**src/rtl/riscv_pkg.sv**
```systemverilog
// Shared definitions for the boot-time instruction loader.
package riscv_pkg;

  localparam int IMEM_BYTES = 8192;

  typedef enum logic [2:0] {
    IDLE,
    LEN_HI,
    LEN_LO,
    DATA,
    CHK,
    DONE,
    ERR
  } loader_state_e;

  // Plain-vector state codes derived from the enum so both views stay in sync.
  localparam logic [2:0] ST_IDLE   = IDLE;
  localparam logic [2:0] ST_LEN_HI = LEN_HI;
  localparam logic [2:0] ST_LEN_LO = LEN_LO;
  localparam logic [2:0] ST_DATA   = DATA;
  localparam logic [2:0] ST_CHK    = CHK;
  localparam logic [2:0] ST_DONE   = DONE;
  localparam logic [2:0] ST_ERR    = ERR;

endpackage

```
**src/rtl/instr_loader_if.sv**
```systemverilog
// Byte-stream input and instruction-memory write bus of the loader.
interface instr_loader_if #(
  parameter int ADDR_W = 13
);
  logic              s_valid_i;
  logic [7:0]        s_data_i;
  logic              s_ready_o;
  logic              we_o;
  logic [ADDR_W-1:0] waddr_o;
  logic [7:0]        wdata_o;

  modport slave (
    input  s_valid_i,
    input  s_data_i,
    output s_ready_o,
    output we_o,
    output waddr_o,
    output wdata_o
  );

  modport master (
    output s_valid_i,
    output s_data_i,
    input  s_ready_o,
    input  we_o,
    input  waddr_o,
    input  wdata_o
  );
endinterface

```
**src/rtl/loader_chk.sv**
```systemverilog
// 8-bit running XOR of payload bytes; clear wins over enable.
module loader_chk (
  input  logic       clk_i,
  input  logic       rst_n,
  input  logic       clr_i,
  input  logic       en_i,
  input  logic [7:0] data_i,
  output logic [7:0] chk_o
);

  logic [7:0] r_chk;

  always_ff @(posedge clk_i or negedge rst_n) begin
    if (!rst_n) begin
      r_chk <= 8'h00;
    end else if (clr_i) begin
      r_chk <= 8'h00;
    end else if (en_i) begin
      r_chk <= r_chk ^ data_i;
    end
  end

  assign chk_o = r_chk;

endmodule

```
**src/rtl/instr_loader.sv**
```systemverilog
// Receives a length-framed byte stream, writes it into instruction memory from
// address 0, verifies the trailing XOR and releases the core only on success.
module instr_loader
  import riscv_pkg::*;
#(
  parameter int ADDR_W = 13,
  parameter int LEN_W  = 16
) (
  input  logic          clk_i,
  input  logic          rst_n,
  input  logic          start_i,
  instr_loader_if.slave bus,
  output logic          busy_o,
  output logic          done_o,
  output logic          err_o,
  output logic          core_rst_n_o
);

  logic [2:0]        r_state;
  logic [2:0]        w_next;
  logic              r_active;
  logic              r_we;
  logic [ADDR_W-1:0] r_waddr;
  logic [7:0]        r_wdata;
  logic [LEN_W-1:0]  r_len;
  logic [LEN_W-1:0]  r_count;
  logic              r_done;
  logic              r_err;
  logic              r_core_rst_n;

  logic              w_xfer;
  logic              w_pay_xfer;
  logic              w_start_load;
  logic              w_last;
  logic              w_next_active;
  logic [LEN_W-1:0]  w_len_rx;
  logic [7:0]        w_chk;

  assign w_xfer        = bus.s_valid_i && r_active;
  assign w_pay_xfer    = w_xfer && (r_state == ST_DATA);
  assign w_start_load  = start_i && ((r_state == ST_IDLE) || (r_state == ST_DONE) ||
                                     (r_state == ST_ERR));
  assign w_len_rx      = {r_len[LEN_W-1:8], bus.s_data_i};
  assign w_last        = (r_count == (r_len - LEN_W'(1)));
  assign w_next_active = (w_next == ST_LEN_HI) || (w_next == ST_LEN_LO) ||
                         (w_next == ST_DATA)   || (w_next == ST_CHK);

  // Lengths above the memory size are rejected before any write, so count never wraps.
  always_comb begin
    w_next = r_state;
    case (r_state)
      ST_IDLE:   if (start_i) w_next = ST_LEN_HI;
      ST_LEN_HI: if (w_xfer) w_next = ST_LEN_LO;
      ST_LEN_LO: begin
        if (w_xfer) begin
          if (w_len_rx == '0) begin
            w_next = ST_CHK;
          end else if (w_len_rx > LEN_W'(IMEM_BYTES)) begin
            w_next = ST_ERR;
          end else begin
            w_next = ST_DATA;
          end
        end
      end
      ST_DATA:   if (w_xfer && w_last) w_next = ST_CHK;
      ST_CHK:    if (w_xfer) w_next = (bus.s_data_i == w_chk) ? ST_DONE : ST_ERR;
      ST_DONE,
      ST_ERR:    if (start_i) w_next = ST_LEN_HI;
      default:   w_next = ST_IDLE;
    endcase
  end

  always_ff @(posedge clk_i or negedge rst_n) begin
    if (!rst_n) begin
      r_state      <= ST_IDLE;
      r_active     <= 1'b0;
      r_we         <= 1'b0;
      r_waddr      <= '0;
      r_wdata      <= 8'h00;
      r_len        <= '0;
      r_count      <= '0;
      r_done       <= 1'b0;
      r_err        <= 1'b0;
      r_core_rst_n <= 1'b0;
    end else begin
      r_state  <= w_next;
      r_active <= w_next_active;
      r_we     <= 1'b0;
      if (w_start_load) begin
        r_len        <= '0;
        r_count      <= '0;
        r_done       <= 1'b0;
        r_err        <= 1'b0;
        r_core_rst_n <= 1'b0;
      end
      if ((r_state == ST_LEN_HI) && w_xfer) begin
        r_len <= LEN_W'({bus.s_data_i, 8'h00});
      end
      if ((r_state == ST_LEN_LO) && w_xfer) begin
        r_len <= w_len_rx;
      end
      if (w_pay_xfer) begin
        r_we    <= 1'b1;
        r_waddr <= r_count[ADDR_W-1:0];
        r_wdata <= bus.s_data_i;
        r_count <= r_count + LEN_W'(1);
      end
      if ((w_next == ST_DONE) && (r_state != ST_DONE)) begin
        r_done       <= 1'b1;
        r_core_rst_n <= 1'b1;
      end
      if ((w_next == ST_ERR) && (r_state != ST_ERR)) begin
        r_err <= 1'b1;
      end
    end
  end

  loader_chk u_chk (
    .clk_i  (clk_i),
    .rst_n  (rst_n),
    .clr_i  (w_start_load),
    .en_i   (w_pay_xfer),
    .data_i (bus.s_data_i),
    .chk_o  (w_chk)
  );

  assign bus.s_ready_o = r_active;
  assign bus.we_o      = r_we;
  assign bus.waddr_o   = r_waddr;
  assign bus.wdata_o   = r_wdata;
  assign busy_o        = r_active;
  assign done_o        = r_done;
  assign err_o         = r_err;
  assign core_rst_n_o  = r_core_rst_n;

endmodule

```
**src/flat_wrapper.sv**
```systemverilog
// flat-port wrapper written by rule: the top's interface ports become plain ports
module instr_loader_flat import riscv_pkg::*;
#(
  parameter int ADDR_W = 13,
  parameter int LEN_W  = 16
)
  (clk_i, rst_n, start_i, busy_o, done_o, err_o, core_rst_n_o, bus_s_valid_i, bus_s_data_i, bus_s_ready_o, bus_we_o, bus_waddr_o, bus_wdata_o);
  instr_loader_if #(.ADDR_W(ADDR_W)) bus_i ();
  input  logic clk_i;
  input  logic rst_n;
  input  logic start_i;
  output logic busy_o;
  output logic done_o;
  output logic err_o;
  output logic core_rst_n_o;
  input wire logic [$bits(bus_i.s_valid_i)-1:0] bus_s_valid_i;
  input wire logic [$bits(bus_i.s_data_i)-1:0] bus_s_data_i;
  output wire logic [$bits(bus_i.s_ready_o)-1:0] bus_s_ready_o;
  output wire logic [$bits(bus_i.we_o)-1:0] bus_we_o;
  output wire logic [$bits(bus_i.waddr_o)-1:0] bus_waddr_o;
  output wire logic [$bits(bus_i.wdata_o)-1:0] bus_wdata_o;
  assign bus_i.s_valid_i = bus_s_valid_i;
  assign bus_i.s_data_i = bus_s_data_i;
  assign bus_s_ready_o = bus_i.s_ready_o;
  assign bus_we_o = bus_i.we_o;
  assign bus_waddr_o = bus_i.waddr_o;
  assign bus_wdata_o = bus_i.wdata_o;
  instr_loader #(.ADDR_W(ADDR_W), .LEN_W(LEN_W)) u_core (.clk_i(clk_i), .rst_n(rst_n), .start_i(start_i), .bus(bus_i), .busy_o(busy_o), .done_o(done_o), .err_o(err_o), .core_rst_n_o(core_rst_n_o));
endmodule
```
**config.mk**
```make
export PLATFORM = sky130hd
export DESIGN_NAME = instr_loader_flat
export DESIGN_NICKNAME = d
export VERILOG_FILES = /design/src/rtl/riscv_pkg.sv /design/src/rtl/instr_loader_if.sv /design/src/rtl/loader_chk.sv /design/src/rtl/instr_loader.sv /design/src/flat_wrapper.sv
export SDC_FILE = /design/constraint.sdc
export NUM_CORES = 1
export LEC_CHECK = 0
export CORE_UTILIZATION = 51
export DETAILED_ROUTE_END_ITERATION = 7
export PLACE_DENSITY_LB_ADDON = 0.05
export SYNTH_ARGS = -nofsm -noshare
export SYNTH_HDL_FRONTEND = slang
export SYNTH_SLANG_ARGS = --single-unit
```
**constraint.sdc**
```tcl
create_clock -name clk_i -period 2.7 [get_ports clk_i]
set_input_delay 0.405 -clock clk_i [delete_from_list [all_inputs] [get_ports clk_i]]
set_output_delay 0.405 -clock clk_i [all_outputs]
set_load 0.02 [all_outputs]
```
==> results of run 1 <==
-- kinds of logic (layout without fill, tap and decap cells) --
family          Yosys count  count (layout)  synth area share, %
compound gates           57              57                 10.0
buf+inv                  25              90                 3.35
mux                       5               5                 1.42
simple gates            210             210                 27.4
xor+xnor                 42              42                 10.1
flops                    68              68                 46.9
fa+ha+maj                 2               2                0.690
-- registers in the layout, summed over array words and instances, names as in the netlist --
signal                cells
u_core.r_count           16
u_core.r_len             16
u_core.bus.waddr_o       13
u_core.bus.wdata_o        8
u_core.u_chk.chk_o        8
u_core.r_state            3
u_core.bus.s_ready_o      1
u_core.bus.we_o           1
u_core.done_o             1
u_core.err_o              1
-- how the worst max path moves through the flow --
| stage | from | slack, ns | to | cells after the start |
|---|---|---|---|---|
| floorplan | u_core.r_len[0] | 0.14 | u_core.done_o | 8 |
| global placement | bus_s_valid_i | 0.04 | u_core.done_o | 8 |
| detailed placement | bus_s_valid_i | 0.03 | u_core.done_o | 8 |
| CTS | u_core.r_len[1] | 0.04 | u_core.done_o | 10 |
| finish | u_core.r_len[2] | 0.12 | u_core.done_o | 8 |
| global route | u_core.r_len[10] | 0.005 | u_core.done_o | 7 |
-- layout make-up --
class	count	share of cell area, %
clock inverters	4	1.61
well taps	96	2.67
flip-flops and latches	68	37.9
repair buffers	67	13.5
multi-input cells	316	40.6
clock buffers	12	3.23
inverters	7	0.584
-- power by group through the flow --
stage / logic, mW / clock network, mW / registers [mW]
after floorplan: 1.51 / 0 / 1.68
after global placement: 2.25 / 0 / 1.68
after detailed placement: 2.28 / 0 / 1.70
after CTS: 2.30 / 0.941 / 1.68
after global routing: 2.61 / 0.987 / 1.73
final: 2.36 / 0.927 / 1.70
-- per-layer routing --
| layer | vias to the layer above | track usage, % |
|---|---|---|
| li1 | 1508 | - |
| met2 | 82 | 39.3 |
| met5 | - | 0 |
| met1 | 1526 | 34.1 |
| met3 | 16 | 6.00 |
| met4 | 0 | 9.85 |
-- repair_timing --
| action | 4_1_cts | 5_1_grt |
|---|---|---|
| hold buffers | 0 | 0 |
| resized for setup | 0 | 4 |
| setup endpoints to repair | 0 | 3 |
| setup buffers | 0 | 1 |
-- Yosys cell counts (2+ instances only) --
cell,instances
a21o_1,3
a21oi_1,2
a311oi_1,2
a31oi_1,4
a32o_1,2
and2_1,3
and3_1,5
buf_2,4
buf_4,2
buf_6,2
clkbuf_1,10
dfrtp_1,68
ha_1,2
inv_1,5
mux2i_1,4
nand2_1,116
nand2b_1,3
nand3_1,20
nand4_1,7
nor2_1,25
nor2b_1,3
nor3_1,8
nor3b_1,2
nor4_1,7
nor4_4,2
o21a_1,2
o21ai_0,28
o31ai_1,4
or3_1,2
xnor2_1,17
xor2_1,25
-- per-stage QoR --
step,power (mW),worst slack [ns]
after floorplan,3.19,0.141
after global placement,3.94,0.0446
after detailed placement,3.98,0.0291
after CTS,4.92,0.0421
after global routing,5.32,0.00485
final,4.99,0.122
-- worst register-to-register path: cells and delay by family, from the launching register on --
family | cells | cell delay (ns)
XOR/XNOR | 1 | 0.18
AND/OR/NAND/NOR | 2 | 0.71
flip-flops | 1 | 0.48
AO/OA/AOI/OAI | 4 | 0.90
buffers and inverters | 1 | 0.20
==> implementation parameters, run 1 <==
Parameter                              Value

Detailed routing
  WL met1 ... 4110 µm
  Met2 wire length ... 4030 µm
  Via-to-Cell Ratio ... 5.49
  Pre-antenna DRT Iters ... 4
  DRC violation count after routing ... 0
  Total wirelength of the detailed-routed design ... 8760 µm
  Number of nets still failing antenna checks after routing ... 0
  DR iter-0 viols ... roughly 140
  Highest metal layer used by the detailed router ... met4
  Via count of the routed design ... 3132
  Total length of routed met3 wires ... just over 500 µm
  Wire length per cell ... about 15 µm

Final layout
  Sequential cell area ... 1700 µm²
  Fraction of final layout cells sized beyond drive strength 1 ... 12.2%
  Inserted Diodes ... 0
  Fill cells ... 634
  Most frequent cells in the layout ... 116 x nand2_1, 67 x dfrtp_1, 37 x clkdlybuf4s50_1
  Total area of multi-input combinational cells ... about 1800 µm²
  Cell Count, Final, Fillers Out ... 570
  Final net count ... 483
  Final core utilization ... 65.8%
  Final design instance area without fill ... about 4500 µm²
  Layout overhead on the synthesized area ... 24.0%
  Most common cell after layout, fill and taps aside ... nand2_1

Power
  Net Switching ... 2.04 mW
  Power Internal ... 2.94 mW
  Clock Power Share ... 18.6%
  Worst VDD drop ... 0.615 mV
  Share of power burned in registers ... between 30 and 40%
  Combinational cell fraction of total power ... 47.4%
  Fraction of power spent switching nets ... 41.0%
  Static Leakage ... 2.08 nW
  Pwr Density ... 1110 nW/µm²

Timing
  Crit path time final ... 2.58 ns
  Worst slack on hold paths ... 0.0480 ns
  Setup TNS ... 0 ns
  Worst Max-Slew Pin Slew ... 0.588 ns
  Tcrit/Tclk final ... 95.5%
  RSZ-0062 raised after global routing ... no
  Final count of hold timing violations ... 0
  Fmax ... 0.388 GHz
  Max Clock Skew ... 0.0138 ns
  Worst-case headroom to the max-slew limit ... 60.7%
  Final count of pins violating max slew ... 0
  Final number of setup-violating endpoints ... 0

Place
  Placed Cells incl. Taps ... 553
  Post-placement cell area ... 4250 µm²
  Number of port buffers ... 38
  Last weighted congestion value of the routability-driven placer ... 0.996
  Final HPWL from detailed placement ... 6400 µm

Synth
  Fraction of post-synthesis cell area in the top cell type by area ... 46.9%
  Post-Synthesis Net Count ... 423
  Leading area contributor after synthesis ... dfrtp_1
  Cells taking the most area after synthesis ... dfrtp_1 47%, nand2_1 12%, xor2_1 6.0%
  Number of instances in the synthesized netlist ... a little over 400
  Register bit count reported by yosys ... 68
  Mapped cell area ... around 3600 µm²
  Ys async rst share ... 100%
  Most used DFF post-synth ... dfrtp_1
  Mean post-synth cell area ... 8.86 µm²
  Count of flip-flops with a built-in enable after synthesis ... 0
  Number of different library cells in the post-synthesis netlist ... 51
  Post-synthesis sequential area ratio ... between 40% and 50%
  Number of synthesis warnings ... 0

Clocking
  Clock root buffer ... clkbuf_8
  CTS sink cnt ... 68
  Clock buffers created by TritonCTS ... 9
  Worst-skew pair later-pin latency ... 0.35 ns
  CTS tree ... built
  Clock-pin transition on the worst setup and hold timing paths ... 0.08 ns
  Maximum clock insertion buffer count ... 2
  Depth of the CTS H-tree ... 3

Global routing
  Antenna violations before repair ... 0
  Pin count of the biggest net entering global routing ... 34
  Via count of the first global-routing pass ... just under 3000
  Total routing usage reported by global routing ... 25.2%
  Final global-route overflow total ... 0
  First-pass GRT wire length ... around 14000 µm

Flow run
  Max-cap check violation count ... 0

Setup path
  Worst-path cell with the longest stage delay ... or4_4
  Largest delay share family, worst path ... compound AO/OA/AOI/OAI gates
  Worst path buffer plus inverter count ... 1
  Max incr delay on CP ... around 0.53 ns
  Kind of critical path ... flop to flop
  Internal reg-to-reg setup slack ... between 0.1 and 0.15 ns
  Worst path arrival time ... 2.82 ns
  Crit path cell chain ... buf_4 > nor3_1 > xnor2_1 > o211ai_1 > a2111o_1 > or4_4 > a21o_1 > a32o_1
  End of the worst register-to-register path ... u_core.done_o
  Launch instance of the worst register-to-register path ... u_core.r_len[2]
  Worst EP required ... 2.94 ns
  Critical path launch point type ... flop
  Largest fanout on the critical path ... 5
  Critical path capture point type ... flop
  Depth of the most critical reg-to-reg path ... 8

Die
  Number of top-level pins ... 39
  Vertical die dimension ... 86.3 µm
  Die width ... between 80 and 90 µm
  Effective utilization at floorplan ... 53.1%
  Core Area ... 6830 µm²
  Site Rows ... 30
  Overall die area ... between 7000 and 8000 µm²

Status
  Result of the run ... complete, no violations

Min path
  Class of the worst hold path ... input pin to async pin
Power figures use the tool's default switching activity.
==> run 2: changes to the inputs <==
GPL_ROUTABILITY_DRIVEN = 0   (was unset)
SETUP_SLACK_MARGIN = 0.3   (was unset)
==> run 2 against run 1 <==
Effect of this change: via count is 0.73% higher; register-to-register slack worse by 0.03 ns; non-clock buffer count is 5 higher; setup slack worse by 0.029 ns; worst hold slack better by 0.049 ns; highest routed layer unchanged; fmax is 1.1% lower; core utilization is 1.0 points higher; final cell count is 0.88% higher; largest cell class unchanged; critical path depth is 2 higher; clock-buffer cell count is 3 lower; routed wire length is 5.5% higher.
==> implementation parameters, run 2 (synthesis results as in run 1) <==
Parameter                              Value

Timing
  Worst Max-Slew Pin Slew ... slightly above 0.7 ns
  Final count of hold timing violations ... 0
  Tcrit/Tclk final ... 96.5%
  Least setup slack across all paths after layout ... 0.0937 ns
  Worst-case headroom to the max-slew limit ... 52.5%
  Max Clock Skew ... 0.0104 ns
  Fmax ... 0.384 GHz
  Final number of setup-violating endpoints ... 0
  RSZ-0062 raised after global routing ... yes
  Crit path time final ... around 2.6 ns
  Final count of pins violating max slew ... 0

Flow run
  Max-cap check violation count ... 0

Final layout
  Layout overhead on the synthesized area ... 25.9%
  Fill cells ... 585
  Most frequent cells in the layout ... 116 x nand2_1, 65 x dfrtp_1, 37 x clkdlybuf4s50_1
  Final net count ... slightly below 500
  Inserted Diodes ... 0
  Sequential cell area ... between 1500 and 2000 µm²
  Total area of multi-input combinational cells ... roughly 1900 µm²
  Fraction of final layout cells sized beyond drive strength 1 ... between 10% and 20%
  Most common cell after layout, fill and taps aside ... nand2_1

Power
  Clock Power Share ... ~18%
  Combinational cell fraction of total power ... 49.9%
  Tot Pwr ... about 5.2 mW
  Worst VDD drop ... 0.644 mV
  Static Leakage ... 2.11 nW
  Net Switching ... 2.18 mW
  Share of power burned in registers ... roughly a third
  Fraction of power spent switching nets ... about two fifths
  Pwr Density ... 1150 nW/µm²
  Power Internal ... between 3 and 4 mW

Die
  Core Area ... 6830 µm²
  Effective utilization at floorplan ... 53.1%
  Site Rows ... 30
  Die width ... 86.3 µm
  Number of top-level pins ... 39
  Overall die area ... 7450 µm²
  Vertical die dimension ... 86.3 µm

Setup path
  Critical path launch point type ... flop
  Worst-path cell with the longest stage delay ... or4_4
  Internal reg-to-reg setup slack ... 0.09 ns
  End of the worst register-to-register path ... u_core.done_o
  Worst EP required ... ~3 ns
  Critical path capture point type ... flop
  Depth of the most critical reg-to-reg path ... 10
  Launch instance of the worst register-to-register path ... u_core.r_len[1]
  Largest fanout on the critical path ... 4
  Crit path cell chain ... inv_2 > ha_4 > nor4b_4 > buf_4 > nand2b_4 > mux2_4 > nand4_1 > or4_4 > a21o_1 > a32o_1
  Max incr delay on CP ... between 0.5 and 0.6 ns
  Worst path arrival time ... 2.85 ns
  Launch point of the worst path ... u_core.r_len[1]
  Kind of critical path ... flop to flop
  Critical path endpoint ... u_core.done_o

Global routing
  Total routing usage reported by global routing ... 26.9%
  Final global-route overflow total ... 0
  First-pass GRT wire length ... 15100 µm
  Via count of the first global-routing pass ... 2940
  Antenna violations before repair ... 0
  Pin count of the biggest net entering global routing ... 41

Status
  Result of the run ... complete, no violations

Place
  Pre-CTS setup slack ... -0.0346 ns
  Final HPWL from detailed placement ... 6430 µm
  Number of port buffers ... 38

Clocking
  Worst-skew pair later-pin latency ... 0.35 ns
  CTS tree ... built
  Cts hold-fix bufs ... 0
  Clock buffers created by TritonCTS ... 9
  Depth of the CTS H-tree ... 3
  Maximum clock insertion buffer count ... 2
  Clock root buffer ... clkbuf_8
  CTS sink cnt ... 68
  Clock-pin transition on the worst setup and hold timing paths ... around 0.080 ns

Detailed routing
  Total length of routed met3 wires ... 435 µm
  Pre-antenna DRT Iters ... 5
  Via count of the routed design ... between 3000 and 4000
  WL met1 ... 4340 µm
  Total wirelength of the detailed-routed design ... 9250 µm
  Highest metal layer used by the detailed router ... met4
  DRC violation count after routing ... 0
  Via-to-Cell Ratio ... 5.49
  Number of nets still failing antenna checks after routing ... 0
  Wire length per cell ... around 16 µm
  Met2 wire length ... 4240 µm
  DR iter-0 viols ... roughly 210

Min path
  Class of the worst hold path ... input pin to async pin
-- run 2: metal layers --
| metal | GRT usage, % | vias up |
|---|---|---|
| met5 | 0 | - |
| met4 | 11.7 | 0 |
| met3 | 4.19 | 23 |
| met2 | 40.5 | 97 |
| met1 | 38.7 | 1515 |
| li1 | - | 1520 |
-- run 2: stage by stage --
| step | util (%) | setup TNS, ns | hold slack [ns] | cell area, µm² | std cells |
|---|---|---|---|---|---|
| 2_1_floorplan | - | 0 | 0.109 | 3650 | 409 |
| 3_3_place_gp | 62.2 | 0 | 0.457 | 4250 | 550 |
| 3_5_place_dp | 62.2 | -0.0346 | 0.462 | 4250 | 550 |
| 4_1_cts | 66.5 | 0 | 0.112 | 4540 | 573 |
| 5_1_grt | 66.8 | -0.00487 | 0.143 | 4560 | 575 |
| 6_report | 66.8 | 0 | 0.0968 | 4560 | 575 |
-- run 2: what timing repair did --
item                       CTS  global route
setup endpoints to repair    7            15
resized for setup            8             2
setup buffers                7             2
pin swaps                    6             3
-- run 2: power groups by stage --
stage / clock network [mW] / logic (mW) / registers (mW)
after floorplan: 0 / 1.55 / 1.69
after global placement: 0 / 2.27 / 1.70
after detailed placement: 0 / 2.30 / 1.71
after CTS: 0.937 / 2.52 / 1.69
after global routing: 0.987 / 2.82 / 1.73
final: 0.928 / 2.61 / 1.69
-- run 2: worst min-delay path by stage --
| stage | end | slack [ns] | depth (start not counted) | startpoint |
|---|---|---|---|---|
| 2_1_floorplan | u_core.bus.s_ready_o | 0.11 | 0 | rst_n |
| 3_3_place_gp | u_core.bus.waddr_o[9] | 0.46 | 2 | u_core.bus.waddr_o[9] |
| 3_5_place_dp | u_core.bus.waddr_o[6] | 0.46 | 2 | u_core.bus.waddr_o[6] |
| 4_1_cts | u_core.bus.waddr_o[9] | 0.11 | 1 | rst_n |
| 5_1_grt | u_core.bus.waddr_o[9] | 0.14 | 1 | rst_n |
| 6_report | u_core.bus.waddr_o[9] | 0.1 | 1 | rst_n |
-- run 2: cell type report --
cell class / count / area share [%]
Clock inverter: 7 / 2.00
Sequential cell: 68 / 37.4
Multi-Input combinational cell: 316 / 40.5
Tap cell: 96 / 2.63
Clock buffer: 9 / 2.71
Timing Repair Buffer: 72 / 14.1
Inverter: 7 / 0.658
-- run 2: worst max-delay path: cells and delay by family (launching register included) --
family	cells	cell delay [ns]
compound gates	2	0.47
fa+ha+maj	1	0.14
buf+inv	2	0.27
flops	1	0.41
mux	1	0.19
simple gates	4	1.02
==> run 3: changes to the inputs <==
GPL_ROUTABILITY_DRIVEN = 1   (was 0)
GPL_TIMING_DRIVEN = 0   (was unset)
==> run 3 against run 2 <==
Effect of this change: setup slack got worse by 0.037 ns; sequential share of layout area increased by 0.17 points; combinational power about the same; first-iteration DRC count decreased by 18%; critical path type unchanged.
==> implementation parameters, run 3 (synthesis results as in run 1) <==
Parameter                              Value

Timing
  Final count of pins violating max slew ... 0
  Max Clock Skew ... 0.00973 ns
  Least setup slack across all paths after layout ... ~0.057 ns
  Fmax ... 0.378 GHz
  Final number of setup-violating endpoints ... 0
  Worst-case headroom to the max-slew limit ... 39.4%
  Crit path time final ... about 2.6 ns
  RSZ-0062 raised after global routing ... yes
  Worst Max-Slew Pin Slew ... 0.902 ns
  Final count of hold timing violations ... 0
  Tcrit/Tclk final ... 97.9%
  Setup TNS ... 0 ns
  Worst slack on hold paths ... 0.143 ns

Clocking
  Worst-skew pair later-pin latency ... 0.36 ns
  Cts hold-fix bufs ... 0
  Depth of the CTS H-tree ... 3
  CTS tree ... built
  Clock-pin transition on the worst setup and hold timing paths ... 0.08 ns
  Clock buffers created by TritonCTS ... 9
  Maximum clock insertion buffer count ... 2
  Clock root buffer ... clkbuf_8
  CTS sink cnt ... 68

Power
  Worst VDD drop ... around 0.67 mV
  Static Leakage ... 2.08 nW
  Pwr Density ... 1160 nW/µm²

Setup path
  Max incr delay on CP ... 0.54 ns
  Largest delay share family, worst path ... compound AO/OA/AOI/OAI gates
  Critical path launch point type ... flop
  Worst EP required ... 2.95 ns
  Worst path buffer plus inverter count ... 0
  Worst path arrival time ... 2.90 ns
  Worst-path cell with the longest stage delay ... or4_4
  Critical path capture point type ... flop
  Largest fanout on the critical path ... 5
  Crit path cell chain ... xnor2_1 > nor3b_2 > a311oi_1 > a2111o_1 > or4_4 > a21o_1 > a32o_1
  Kind of critical path ... flop to flop

Die
  Core Area ... 6830 µm²
  Overall die area ... 7450 µm²
  Site Rows ... 30
  Effective utilization at floorplan ... between 50% and 60%
  Number of top-level pins ... 39
  Vertical die dimension ... between 80 and 90 µm
  Die width ... 86.3 µm

Final layout
  Final net count ... 483
  Fraction of final layout cells sized beyond drive strength 1 ... 13.3%
  Final core utilization ... between 60% and 70%
  Final design instance area without fill ... roughly 4500 µm²
  Layout overhead on the synthesized area ... 25.2%
  Most frequent cells in the layout ... 116 x nand2_1, 67 x dfrtp_1, 37 x clkdlybuf4s50_1
  Inserted Diodes ... 0
  Most common cell after layout, fill and taps aside ... nand2_1

Global routing
  Via count of the first global-routing pass ... 2904
  Antenna violations before repair ... 0
  Pin count of the biggest net entering global routing ... just under 70
  Total routing usage reported by global routing ... 26.0%
  First-pass GRT wire length ... 14500 µm
  Final global-route overflow total ... 0

Place
  Post-placement cell area ... 4140 µm²
  Number of port buffers ... 38
  Last weighted congestion value of the routability-driven placer ... 0.909
  Final HPWL from detailed placement ... 6150 µm
  Pre-CTS setup slack ... -0.229 ns

Detailed routing
  DRC violation count after routing ... 0
  Number of nets still failing antenna checks after routing ... 0
  Total wirelength of the detailed-routed design ... 8900 µm
  Via-to-Cell Ratio ... 5.53
  Pre-antenna DRT Iters ... 5
  Wire length per cell ... 15.6 µm
  DR iter-0 viols ... 174
  Via count of the routed design ... 3153

Min path
  Class of the worst hold path ... input pin to async pin

Status
  Result of the run ... complete, no violations

Flow run
  Max-cap check violation count ... 0
[run 3: cell types whose count changed in the layout (fill, tap and decap cells not counted), sizes merged]
cell	change
bufinv	+1
buf	-15
inv	+2
clkbuf	+10
clkinv	-3
[run 3: through the flow]
stage	power, mW	std cells
final	5.27	570
after CTS	5.16	568
after detailed placement	3.93	543
after floorplan	3.24	409
after global placement	3.88	543
after global routing	5.61	570
[run 3: worst register-to-register path, delay by kind of cell, from the launching register on]
| kind | cells | cell delay, ns |
|---|---|---|
| AO/OA/AOI/OAI | 4 | 1.00 |
| AND/OR/NAND/NOR | 2 | 0.78 |
| flip-flops | 1 | 0.47 |
| XOR/XNOR | 1 | 0.30 |
[run 3: final timing paths]
| check | start | depth (start not counted) | end | slack (ns) |
|---|---|---|---|---|
| setup / recovery | u_core.r_len[10] | 7 | u_core.done_o | 0.06 |
| hold / removal | rst_n | 1 | u_core.bus.waddr_o[12] | 0.14 |
| setup reg to reg | u_core.r_len[10] | 7 | u_core.done_o | 0.06 |
| hold reg to reg | u_core.bus.waddr_o[9] | 2 | u_core.bus.waddr_o[9] | 0.48 |
| max in group asynchronous | rst_n | 1 | u_core.r_len[0] | 1.95 |
| min in group clk_i | u_core.bus.waddr_o[9] | 2 | u_core.bus.waddr_o[9] | 0.48 |
[run 3: power breakdown]
part	switching (mW)	total, mW	internal [mW]
logic	1.42	2.61	1.19
clock network	0.433	1.05	0.619
registers	0.297	1.61	1.31
total	2.15	5.27	3.12
[run 3: layout make-up]
class,count,area (µm²)
plain buffers,18,97.6
repair buffers,49,460
clock buffers,9,124
inverters,7,26.3
well taps,96,120
fillers,596,2290
clock inverters,7,123
flip-flops and latches,68,1700
multi-input cells,316,1880
[run 3: repair_timing]
action / in CTS / in global routing
pin swaps: 6 / 7
endpoints found under the setup margin: 38 / 26
setup buffers: 9 / 2
endpoints found under the hold margin: 0 / 0
gates resized for setup: 8 / 8
[run 3: metal layers]
metal | vias to the layer above | track usage [%] | part of all wire [%]
met5 | - | 0 | 0
met2 | 98 | 38.8 | 45
met1 | 1522 | 36.8 | 47
met4 | 0 | 13.2 | 2.5
met3 | 21 | 4.00 | 5.0
li1 | 1512 | - | -
